## src/rtl/branch_resolve_unit.sv

```systemverilog
// Branch condition evaluation, 2-bit BHT prediction and branch statistics for the ID stage.
// Optional BHT storage is built only when BRU_BHT_EN is defined; otherwise prediction is static not-taken.
module branch_resolve_unit #(
   parameter int DATA_W    = 32,
   parameter int BHT_DEPTH = 16,
   parameter int CNT_W     = 16
) (
   input  logic              clk,
   input  logic              rst_n,
   input  logic [DATA_W-1:0] if_pc,
   output logic              pred_taken,
   input  logic              id_valid,
   input  logic              id_stall,
   input  logic [DATA_W-1:0] id_pc,
   input  logic              id_pred_taken,
   input  logic [4:0]        ALUCode,
   input  logic [DATA_W-1:0] RsData,
   input  logic [DATA_W-1:0] RtData,
   output logic              Z,
   output logic              is_branch,
   output logic              mispredict,
   input  logic              clear_stats,
   output logic [CNT_W-1:0]  branch_cnt,
   output logic [CNT_W-1:0]  mispred_cnt
);

   localparam int IDX_W = $clog2(BHT_DEPTH);

   localparam logic [4:0] ALU_BEQ  = 5'b01010;
   localparam logic [4:0] ALU_BNE  = 5'b01011;
   localparam logic [4:0] ALU_BGEZ = 5'b01100;
   localparam logic [4:0] ALU_BGTZ = 5'b01101;
   localparam logic [4:0] ALU_BLEZ = 5'b01110;
   localparam logic [4:0] ALU_BLTZ = 5'b01111;

   logic             rs_neg_s;
   logic             rs_zero_s;
   logic             rs_eq_rt_s;
   logic             z_s;
   logic             is_branch_s;
   logic             resolve_s;
   logic             mispredict_s;
   logic [CNT_W-1:0] branch_cnt_d, branch_cnt_q;
   logic [CNT_W-1:0] mispred_cnt_d, mispred_cnt_q;
   logic             unused_pc_bits;

   assign unused_pc_bits = ^{if_pc, id_pc};

   assign rs_neg_s   = RsData[DATA_W-1];
   assign rs_zero_s  = (RsData == {DATA_W{1'b0}});
   assign rs_eq_rt_s = (RsData == RtData);

   // Branch condition decode
   always_comb begin
      z_s         = 1'b0;
      is_branch_s = 1'b1;
      case (ALUCode)
         ALU_BEQ:  z_s = rs_eq_rt_s;
         ALU_BNE:  z_s = ~rs_eq_rt_s;
         ALU_BGEZ: z_s = ~rs_neg_s;
         ALU_BGTZ: z_s = ~rs_neg_s & ~rs_zero_s;
         ALU_BLEZ: z_s = rs_neg_s | rs_zero_s;
         ALU_BLTZ: z_s = rs_neg_s;
         default: begin
            z_s         = 1'b0;
            is_branch_s = 1'b0;
         end
      endcase
   end

   // Mispredict is deliberately not stall-gated so the flush request holds while ID is frozen.
   assign resolve_s    = id_valid & is_branch_s & ~id_stall;
   assign mispredict_s = id_valid & is_branch_s & (z_s ^ id_pred_taken);

   assign Z          = z_s;
   assign is_branch  = is_branch_s;
   assign mispredict = mispredict_s;

`ifdef BRU_BHT_EN
   function automatic logic [1:0] sat_step(input logic [1:0] ctr, input logic taken);
      logic [1:0] nxt;
      if (taken) begin
         nxt = (ctr == 2'b11) ? 2'b11 : ctr + 2'b01;
      end else begin
         nxt = (ctr == 2'b00) ? 2'b00 : ctr - 2'b01;
      end
      return nxt;
   endfunction

   logic [1:0]       bht_q [BHT_DEPTH];
   logic [1:0]       bht_d [BHT_DEPTH];
   logic [IDX_W-1:0] if_idx_s;
   logic [IDX_W-1:0] id_idx_s;

   assign if_idx_s   = if_pc[IDX_W+1:2];
   assign id_idx_s   = id_pc[IDX_W+1:2];
   assign pred_taken = bht_q[if_idx_s][1];

   // BHT next state: only the resolving entry moves
   always_comb begin
      bht_d = bht_q;
      if (resolve_s) begin
         bht_d[id_idx_s] = sat_step(bht_q[id_idx_s], z_s);
      end else begin
         bht_d[id_idx_s] = bht_q[id_idx_s];
      end
   end

   // BHT storage, reset to weakly not-taken
   always_ff @(posedge clk) begin
      if (!rst_n) begin
         for (int i = 0; i < BHT_DEPTH; i++) begin
            bht_q[i] <= 2'b01;
         end
      end else begin
         bht_q <= bht_d;
      end
   end
`else
   assign pred_taken = 1'b0;
`endif

   // Statistics next state: clear wins over increment, counts saturate
   always_comb begin
      branch_cnt_d  = branch_cnt_q;
      mispred_cnt_d = mispred_cnt_q;
      if (clear_stats) begin
         branch_cnt_d  = {CNT_W{1'b0}};
         mispred_cnt_d = {CNT_W{1'b0}};
      end else begin
         if (resolve_s && (branch_cnt_q != {CNT_W{1'b1}})) begin
            branch_cnt_d = branch_cnt_q + {{(CNT_W-1){1'b0}}, 1'b1};
         end else begin
            branch_cnt_d = branch_cnt_q;
         end
         if (resolve_s && mispredict_s && (mispred_cnt_q != {CNT_W{1'b1}})) begin
            mispred_cnt_d = mispred_cnt_q + {{(CNT_W-1){1'b0}}, 1'b1};
         end else begin
            mispred_cnt_d = mispred_cnt_q;
         end
      end
   end

   // Statistics registers
   always_ff @(posedge clk) begin
      if (!rst_n) begin
         branch_cnt_q  <= {CNT_W{1'b0}};
         mispred_cnt_q <= {CNT_W{1'b0}};
      end else begin
         branch_cnt_q  <= branch_cnt_d;
         mispred_cnt_q <= mispred_cnt_d;
      end
   end

   assign branch_cnt  = branch_cnt_q;
   assign mispred_cnt = mispred_cnt_q;

endmodule
```

## config.mk

```make
export PLATFORM = sky130hd
export DESIGN_NAME = branch_resolve_unit
export DESIGN_NICKNAME = d
export VERILOG_FILES = /design/src/rtl/branch_resolve_unit.sv
export SDC_FILE = /design/constraint.sdc
export NUM_CORES = 1
export LEC_CHECK = 0
export CAP_MARGIN = 10
export CORE_MARGIN = 1.5
export CORE_UTILIZATION = 37
export CTS_CLUSTER_DIAMETER = 30
export CTS_CLUSTER_SIZE = 14
export DETAILED_ROUTE_END_ITERATION = 7
export PLACE_DENSITY = 0.87
export SLEW_MARGIN = 20
export SYNTH_ARGS = -nofsm -noshare
export SYNTH_HDL_FRONTEND = slang
export SYNTH_SLANG_ARGS = --single-unit
```

## constraint.sdc

```tcl
create_clock -name clk -period 4.2 [get_ports clk]
set_input_delay 0.84 -clock clk [delete_from_list [all_inputs] [get_ports clk]]
set_output_delay 0.84 -clock clk [all_outputs]
set_load 0.02 [all_outputs]
```

* After elaboration in Yosys (flattened, before gate mapping)
Cells that the tools add are included.
** Word-level totals
- Register bits :: 32
** Operators by class
- Add/subtract/negate cells :: 2
- Eq/ne operators :: 9
- Mux-type cells :: 2
- Bitwise gates (word level) :: 11
- Reductions and logical operators :: 6
** Operator list (count)
- $add 16x1->16 const B :: 2
- $eq 32x32->1 :: 1
- $logic_not 32->1 :: 1
- $ne 16x16->1 const B :: 2
- $eq 5x4->1 const B :: 6
- $pmux 1 s6 :: 1
- $reduce_or 6->1 :: 1
- $not 1->1 :: 5
- $and 1x1->1 :: 4
- $logic_and 1x1->1 :: 3
- $reduce_or 2->1 :: 1
- $mux 1 :: 1
- $or 1x1->1 :: 1
- $xor 1x1->1 :: 1

* Longest topological paths before layout
Gate-level depths: netlist of the first run.
- Depth in word-level cells :: 8
- Mapped depth :: 10

* Worst setup path after synthesis of the first run
Ideal clock, no wire load.
- Path type :: input-to-output
- Start point :: in RsData[17]
- End point :: out mispredict
- Arrival time :: 2.676 ns
- Path slack :: 0.684 ns
- Stages on the path :: 10
- Path through :: xnor2_1 nand4_1 nor4_2 a21oi_1 or2_0 buf_2 nor2_1 inv_1 xnor2_1 nor2_1
** On the way
- Word-level cells in the longest chain between the ends :: 6
- Elaborated cells on any way between the ends :: 9
** RTL lines
- from (decl) :: RTL line 17 : input logic [DATA_W-1:0] RsData,
- $logic_not 32->1 :: RTL line 50 : assign rs_zero_s = (RsData == {DATA_W{1'b0}});
- $not 1->1 :: RTL line 61 : ALU_BGTZ: z_s = ~rs_neg_s & ~rs_zero_s;
- $and 1x1->1 :: RTL line 61
- $pmux 1 s6 * :: RTL line 57 : case (ALUCode)
- net Z :: RTL line 19 : output logic Z,
- $xor 1x1->1 * :: RTL line 73 : assign mispredict_s = id_valid & is_branch_s & (z_s ^ id_pred_taken);
- $and 1x1->1 * :: RTL line 73
- to (decl) :: RTL line 21 : output logic mispredict,
The timed path passes the listed nets; every way through them passes the cells marked *.

* Final worst setup path of the first run
- Start point :: in RsData[7]
- End point :: out mispredict
** On the way
- Word-level cells in the longest chain between the ends :: 6
- Elaborated cells on any way between the ends :: 9
** RTL lines (RTL line)
- $logic_not 32->1 :: 50
- $not 1->1 :: 61
- $and 1x1->1 :: 61
- $pmux 1 s6 * :: 57
- $xor 1x1->1 * :: 73
- $and 1x1->1 * :: 73
Every way passes the cells marked *; elsewhere a longest branch is shown, timed or not.

==> impl_metrics.py, run 1 <==
metrics = {
    "placed_design": {
        "hpwl_mm": 5.50,
        "buffer_ports.inserted": 109,
        "postPlaceCellArea_mm2": 0.00356,
        "globalplace.congestion": 0.871,
    },
    "detailed_routing": {
        "post_drt_via_cell_ratio": 5.23,
        "detail_route.drc_violations": 0,
        "detailedRoute.firstPassIterationCount": 4,
        "drt_iter0_drc": 71,
        "postRouteAntennaNets": 0,
        "route.final.wire_length_mm": 6.88,
        "via_count": 2559,
        "routed_wire_per_std_cell_um": 14.1,
    },
    "global_route": {
        "grt_pass1_vias": 2286,
        "overflow": 0,
        "first_pass_grt_wire_length_mm": 10.1,
        "grt_antenna_before_repair": 0,
        "grt_start_max_net_pins": 23,
        "grt.total_usage_pct": 19.0,
    },
    "final_layout": {
        "final_nets": 554,
        "finished_cell_area_mm2": 0.00367,
        "share_of_cells_above_drive_strength_1_pct": 8.21,
        "area_growth_pct": 59.6,
        "antenna-diode-count": 0,
        "fill_cells": 495,
    },
    "pwr": {
        "net_switching_component_of_the_power_uw": 172,
        "total_power_uw": 707,
        "cellLeakagePower_uw": 0.00126,
        "power.share.switching_pct": 24.3,
        "intPower_uw": 535,
        "seqPwrFrac_pct": 43.0,
        "power_frac_comb_pct": 22.2,
        "power-per-cell-area_mw_per_mm2": 192,
        "clockPowerShare_pct": 34.8,
        "vdd.ir_drop.worst_uv": 147,
    },
    "floorplanning": {
        "floorplan.die_area_mm2": 0.00670,
        "placement_rows": 28,
        "initial_core_util_pct": 38.7,
        "chipHeight_um": 81.9,
        "placeableCoreArea_mm2": 0.00596,
        "pin_count": 175,
        "die_span_x_um": 81.9,
    },
    "run_status": {
        "status": "complete, no violations",
    },
    "sta": {
        "max_clock_freq_mhz": 250,
        "min_period_over_period_pct": 95.4,
        "finalHoldViolations": 0,
        "finalCriticalPeriod_ps": 4010,
        "unrepaired_setup_endpoints_after_global_routing": "no",
        "slew_headroom_pct": 39.5,
        "timing_max_transition_violations_final": 0,
        "max_clock_skew_ps": 4.33,
        "transition_time_at_the_pin_with_the_least_slew_margin_ps": 907,
        "report.final.setup_viol": 0,
    },
    "worst_hold_path": {
        "holdCritStartpoint": "mispred_cnt[7]",
        "kind_of_path_behind_the_tightest_hold_check": "reg2reg",
        "worst_hold_stages": 2,
    },
    "synth": {
        "post_synth_num_cell_types": 45,
        "number_of_synthesis_warnings": 0,
        "biggest_area_consumer_among_synthesized_cells": "sky130_fd_sc_hd__dfxtp_1",
        "synth.most_common_cell": "sky130_fd_sc_hd__xnor2_1",
        "seq_area_frac_synth_pct": 27.8,
        "syn-cell-area_mm2": 0.00230,
        "yosysTopAreaCellShare_pct": 27.8,
        "syn_avg_cell_area_um2": 7.91,
        "yosys_most_used_dff": "sky130_fd_sc_hd__dfxtp_1",
        "ys_seq_elements": 32,
        "synth-edff-count": 0,
        "asyncSetResetFlopFracSynth_pct": 0,
        "yosys-top-cells-area": "sky130_fd_sc_hd__dfxtp_1, sky130_fd_sc_hd__xnor2_1, sky130_fd_sc_hd__mux2i_1, sky130_fd_sc_hd__nand4_1, sky130_fd_sc_hd__nand3_1",
        "post_syn_nets": 432,
        "post_syn_instances": 291,
        "post_synth_most_frequent_cells": "sky130_fd_sc_hd__xnor2_1, sky130_fd_sc_hd__dfxtp_1, sky130_fd_sc_hd__nor2_1, sky130_fd_sc_hd__nand2_1, sky130_fd_sc_hd__nand3_1",
    },
    "setup_path": {
        "worstSetupEndpointType": "primary output",
        "crit_path_start_kind": "primary input",
        "worst-path-max-fanout": 2,
        "path_class": "in2out",
        "critical_path_at_ps": 3170,
        "setup.worst_path.start": "RsData[7]",
        "r2r.worst_path.cells": 8,
        "critical_path_required_ps": 3360,
        "worstReg2RegStart": "mispred_cnt[0]",
    },
    "clock_network": {
        "clock_tree.htree_level_count": 2,
        "ctsLongestPathBuffers": 2,
        "tritoncts": "done",
        "cts_post_setup_buffers_inserted": 0,
        "cts_num_sinks": 32,
        "ctsRootBufferMaster": "sky130_fd_sc_hd__clkbuf_8",
        "cts.reportedPaths.clkPinSlew_ps": 70,
        "post_cts_resize_count": 3,
        "insertion_delay_ps": 280,
        "cts-hold-fix-buffers": 0,
        "clock_buffer_count_from_cts": 5,
    },
    "flow_run": {
        "drv_cap": 0,
    },
}
-- final cells by class --
cell class,instances,area (um2),share of cell area [%]
multi-input cells,244,1630,44.4
flip-flops and latches,32,641,17.4
inverters,7,26.3,0.715
clock inverters,1,7.51,0.204
well taps,75,93.8,2.55
clock buffers,7,86.3,2.35
repair buffers,123,1190,32.4
-- per-stage QoR --
| stage | setup TNS, ps | util, % | cells | hold WS [ps] | setup slack [ps] |
|---|---|---|---|---|---|
| after global placement | -325 | 59.7 | 481 | 465 | -281 |
| final | 0 | 61.7 | 489 | 487 | 194 |
| after CTS | 0 | 61.3 | 489 | 489 | 14.5 |
| after global routing | 0 | 61.7 | 489 | 511 | 24.2 |
| after floorplan | 0 | - | 291 | 545 | 684 |
| after detailed placement | -331 | 59.7 | 481 | 480 | -255 |
-- state kept, by name, summed over array words and instances, names as in the netlist --
register,count
branch_cnt,16
mispred_cnt,16
-- layer usage --
layer | track usage [%] | share of wire [%]
met2 | 35.8 | 50
met4 | 5.42 | 0.99
met5 | 0 | 0
met1 | 20.4 | 38
met3 | 5.56 | 11
-- layout by cell type (no fill, tap or decap), drive strengths merged, types with 10 or more instances in the layout --
cell           netlist  routed
xnor2               38      38
nor4                13      13
nor2                28      28
o21ai               11      11
buf                  3      14
mux2i               13      13
nand2               23      23
nand4               19      19
dfxtp               32      32
xor2                10      10
nand3               22      22
clkdlybuf4s50        0     107
nand2b              10      10
-- worst paths after layout --
check / to / slack (ps)
min reg2reg: mispred_cnt[7] / 490
min: mispred_cnt[7] / 490
max reg2reg: mispred_cnt[9] / 1700
max: mispredict / 190
-- power by group through the flow --
stage / combinational [uW] / clock (uW) / sequential (uW)
after floorplan: 54.5 / 0 / 311
after global placement: 152 / 0 / 311
after detailed placement: 155 / 0 / 311
after CTS: 156 / 253 / 304
after global routing: 168 / 266 / 304
final: 157 / 246 / 304
-- cell families (layout without fill, tap and decap cells) --
group,count (synthesis),count (layout),synth area share [%]
AND/OR/NAND/NOR,145,145,33.9
XOR/XNOR,48,48,18.6
AO/OA/AOI/OAI,35,35,10.1
flip-flops,32,32,27.8
buffers and inverters,15,138,2.72
multiplexers,13,13,5.65
adder cells (fa/ha/maj),2,2,1.09
other,1,1,0.163
-- critical path, cell delays in order --
cell                              delay, ps
sky130_fd_sc_hd__clkdlybuf4s50_1        450
sky130_fd_sc_hd__nor4_2                 340
sky130_fd_sc_hd__buf_4                  160
sky130_fd_sc_hd__nand4_1                140
sky130_fd_sc_hd__o21ai_1                190
sky130_fd_sc_hd__o41ai_2                 90
sky130_fd_sc_hd__buf_4                  140
sky130_fd_sc_hd__a211oi_2               210
sky130_fd_sc_hd__nor2_2                  60
sky130_fd_sc_hd__inv_1                   90
sky130_fd_sc_hd__xnor2_1                 60
sky130_fd_sc_hd__nor2_1                 180
sky130_fd_sc_hd__clkbuf_2               200
No activity file was read; power rests on OpenSTA's default activity.
==> run 2: changes to the inputs <==
--- a/config.mk
+++ b/config.mk
@@ -5,13 +5,16 @@
 export SDC_FILE = /design/constraint.sdc
 export NUM_CORES = 1
 export LEC_CHECK = 0
+export ABC_AREA = 1
 export CAP_MARGIN = 10
+export CELL_PAD_IN_SITES_DETAIL_PLACEMENT = 1
+export CELL_PAD_IN_SITES_GLOBAL_PLACEMENT = 2
 export CORE_MARGIN = 1.5
-export CORE_UTILIZATION = 37
+export CORE_UTILIZATION = 19
 export CTS_CLUSTER_DIAMETER = 30
 export CTS_CLUSTER_SIZE = 14
 export DETAILED_ROUTE_END_ITERATION = 7
-export PLACE_DENSITY = 0.87
+export PLACE_DENSITY_LB_ADDON = 0.1
 export SLEW_MARGIN = 20
 export SYNTH_ARGS = -nofsm -noshare
 export SYNTH_HDL_FRONTEND = slang
==> run 2 against run 1 <==
  * Fmax grew 1.2%
  * First-iteration DRC count grew 8.5%
  * Utilization shrank 32 points
  * Via count grew 15%
  * Flip-flop and latch count is the same
  * Synthesized cell count grew 42%
  * Sequential share of layout area shrank 2.0 points
  * Critical path type unchanged
  * Largest cell class unchanged
  * Highest routed layer unchanged
==> impl_metrics.py, run 2 <==
metrics = {
    "pwr": {
        "power_frac_comb_pct": 19.5,
        "power.share.switching_pct": 24.9,
        "net_switching_component_of_the_power_uw": 210,
        "cellLeakagePower_uw": 0.00145,
        "total_power_uw": 843,
        "clockPowerShare_pct": 44.4,
        "intPower_uw": 634,
        "seqPwrFrac_pct": 36.1,
        "vdd.ir_drop.worst_uv": 139,
        "power-per-cell-area_mw_per_mm2": 204,
    },
    "synth": {
        "synth-edff-count": 0,
        "syn-cell-area_mm2": 0.00271,
        "yosys-top-cells-area": "sky130_fd_sc_hd__dfxtp_1, sky130_fd_sc_hd__nand2_1, sky130_fd_sc_hd__xnor2_1, sky130_fd_sc_hd__nor2_1, sky130_fd_sc_hd__inv_1",
        "ys_seq_elements": 32,
        "post_synth_num_cell_types": 38,
        "post_syn_instances": 413,
        "number_of_synthesis_warnings": 0,
        "yosysTopAreaCellShare_pct": 23.6,
        "synth.most_common_cell": "sky130_fd_sc_hd__nand2_1",
        "yosys_most_used_dff": "sky130_fd_sc_hd__dfxtp_1",
        "biggest_area_consumer_among_synthesized_cells": "sky130_fd_sc_hd__dfxtp_1",
        "post_synth_most_frequent_cells": "sky130_fd_sc_hd__nand2_1, sky130_fd_sc_hd__nor2_1, sky130_fd_sc_hd__inv_1, sky130_fd_sc_hd__dfxtp_1, sky130_fd_sc_hd__xnor2_1",
        "syn_avg_cell_area_um2": 6.57,
        "seq_area_frac_synth_pct": 23.6,
        "post_syn_nets": 554,
        "asyncSetResetFlopFracSynth_pct": 0,
    },
    "floorplanning": {
        "pin_count": 175,
        "initial_core_util_pct": 19.5,
        "floorplan.die_area_mm2": 0.0150,
        "placeableCoreArea_mm2": 0.0139,
        "die_span_x_um": 123,
        "chipHeight_um": 123,
        "placement_rows": 43,
    },
    "setup_path": {
        "worst_path_largest_cell_delay_ps": 660,
        "crit_path_start_kind": "primary input",
        "critical_path.top_delay_family": "buffers and inverters",
        "critical_path_at_ps": 3120,
        "critical_path_required_ps": 3360,
        "slowest_stage": "sky130_fd_sc_hd__clkdlybuf4s50_1",
        "worstSetupEndpointType": "primary output",
        "worst-path-max-fanout": 3,
        "cp.buffers_inverters": 2,
        "path_class": "in2out",
        "cells_traversed_along_the_worst_timing_path": "clkdlybuf4s50_1 > xnor2_1 > nand2_1 > nor2_1 > nand2_1 > nor2_8 > nand3b_1 > nand2_1 > nand3_2 > a21oi_1 > clkdlybuf4s50_1",
        "cp_common_cell": "sky130_fd_sc_hd__nand2_1",
    },
    "final_layout": {
        "area_growth_pct": 52.6,
        "share_of_cells_above_drive_strength_1_pct": 11.5,
        "final_cell_count_no_fill": 705,
        "fill_cells": 1738,
        "layout.cells.most_common_list": "sky130_fd_sc_hd__clkdlybuf4s50_1, sky130_fd_sc_hd__nand2_1, sky130_fd_sc_hd__nor2_1",
        "layout_commonest_cell": "sky130_fd_sc_hd__clkdlybuf4s50_1",
        "seqCellArea_um2": 641,
        "finished_cell_area_mm2": 0.00414,
        "final_nets": 664,
        "multiInputGateArea_mm2": 0.00183,
    },
    "flow_run": {
        "drv_cap": 0,
    },
    "detailed_routing": {
        "via_count": 2948,
        "drt_iter0_drc": 77,
        "route.final.wire_length_mm": 9.28,
        "post_drt_via_cell_ratio": 4.18,
        "detail_route.drc_violations": 0,
        "routed_wire_per_std_cell_um": 13.2,
        "postRouteAntennaNets": 0,
        "detailedRoute.firstPassIterationCount": 4,
    },
    "clock_network": {
        "ctsLongestPathBuffers": 2,
        "insertion_delay_ps": 280,
        "cts_post_setup_buffers_inserted": 0,
        "cts_num_sinks": 32,
        "clock_buffer_count_from_cts": 5,
        "post_cts_resize_count": 0,
        "clock_tree.htree_level_count": 2,
        "tritoncts": "done",
        "ctsRootBufferMaster": "sky130_fd_sc_hd__clkbuf_16",
        "cts-hold-fix-buffers": 0,
        "cts.reportedPaths.clkPinSlew_ps": 50,
    },
    "global_route": {
        "overflow": 0,
        "first_pass_grt_wire_length_mm": 15.0,
        "grt_pass1_vias": 3027,
        "grt_start_max_net_pins": 21,
        "grt.total_usage_pct": 12.7,
        "grt_antenna_before_repair": 1,
    },
    "sta": {
        "report.final.setup_viol": 0,
        "transition_time_at_the_pin_with_the_least_slew_margin_ps": 745,
        "finalCriticalPeriod_ps": 3960,
        "finalHoldViolations": 0,
        "unrepaired_setup_endpoints_after_global_routing": "no",
        "min_period_over_period_pct": 94.3,
        "max_clock_skew_ps": 3.78,
        "timing_max_transition_violations_final": 0,
        "max_clock_freq_mhz": 253,
        "slew_headroom_pct": 50.0,
        "fin_setup_tns_ps": 0,
    },
    "placed_design": {
        "buffer_ports.inserted": 109,
        "dp.cells": 696,
        "hpwl_mm": 7.49,
        "globalplace.congestion": 0.775,
        "postPlaceCellArea_mm2": 0.00399,
    },
    "worst_hold_path": {
        "kind_of_path_behind_the_tightest_hold_check": "reg2reg",
    },
    "run_status": {
        "status": "complete, no violations",
    },
}
## run 2: cell count changes in the layout (fill, tap and decap cells not counted), moves of 12 or more
| cell | delta |
|---|---|
| sky130_fd_sc_hd__nand2_1 | +67 |
| sky130_fd_sc_hd__nor2_1 | +33 |
| sky130_fd_sc_hd__nand2_2 | +18 |
| sky130_fd_sc_hd__inv_1 | +40 |
| sky130_fd_sc_hd__buf_4 | -12 |
| sky130_fd_sc_hd__mux2i_1 | -13 |
## run 2: final cells by class
cell class	instances	share of cell area (%)
Antenna cell	1	0.0604
Timing Repair Buffer	111	26.7
Clock inverter	2	0.242
Clock buffer	6	3.35
Sequential cell	32	15.5
Tap cell	180	5.44
Multi-Input combinational cell	323	44.2
Inverter	50	4.53
## run 2: path summary, 6_finish.rpt
| check | start | to | slack [ps] | depth (start not counted) |
|---|---|---|---|---|
| setup / recovery | RsData[18] | mispredict | 240 | 11 |
| hold / removal | branch_cnt[8] | branch_cnt[8] | 480 | 2 |
| setup reg to reg | mispred_cnt[0] | mispred_cnt[1] | 1820 | 10 |
| hold reg to reg | branch_cnt[8] | branch_cnt[8] | 480 | 2 |
## run 2: through the flow
step	hold WS (ps)	util [%]	setup WS [ps]
after detailed placement	477	28.6	166
after CTS	486	29.7	150
after global routing	530	29.7	37.1
after global placement	466	28.6	177
final	480	29.7	240
after floorplan	549	-	1310
## run 2: power groups by stage
| stage | Combinational (uW) | Sequential, uW | Clock, uW |
|---|---|---|---|
| 2_1_floorplan | 68.9 | 311 | 0 |
| 3_3_place_gp | 166 | 311 | 0 |
| 3_5_place_dp | 168 | 311 | 0 |
| 4_1_cts | 169 | 304 | 390 |
| 5_1_grt | 181 | 304 | 401 |
| 6_report | 165 | 304 | 374 |
## run 2: metal layers
layer  track usage (%)  vias to the layer above  part of all wire (%)
met4              2.83                        0                  0.74
met1              16.5                     1352                    47
met5                 0                        -                     0
li1                  -                     1540                     -
met2              21.9                       50                    49
met3              2.42                        6                   3.2
## run 2: cells by family (layout without fill, tap and decap cells)
| logic type | after synthesis | count (layout) | synth area share (%) |
|---|---|---|---|
| xor+xnor | 41 | 41 | 13.2 |
| simple gates | 237 | 237 | 43.0 |
| buf+inv | 58 | 169 | 8.99 |
| flops | 32 | 32 | 23.6 |
| fa+ha+maj | 2 | 2 | 0.922 |
| other cells | 1 | 2 | 0.138 |
| compound gates | 42 | 42 | 10.1 |
## run 2: worst reg2reg max path, cell delays in order (launching register included)
cell and delay (ps):
sky130_fd_sc_hd__dfxtp_1 440, sky130_fd_sc_hd__ha_1 250, sky130_fd_sc_hd__nand2_1 150, sky130_fd_sc_hd__nor3_4 250, sky130_fd_sc_hd__inv_2 70, sky130_fd_sc_hd__nor4_2 230, sky130_fd_sc_hd__nand2_2 320, sky130_fd_sc_hd__nand3_4 340
sky130_fd_sc_hd__inv_1 100, sky130_fd_sc_hd__nor2_1 100, sky130_fd_sc_hd__nor2_1 40
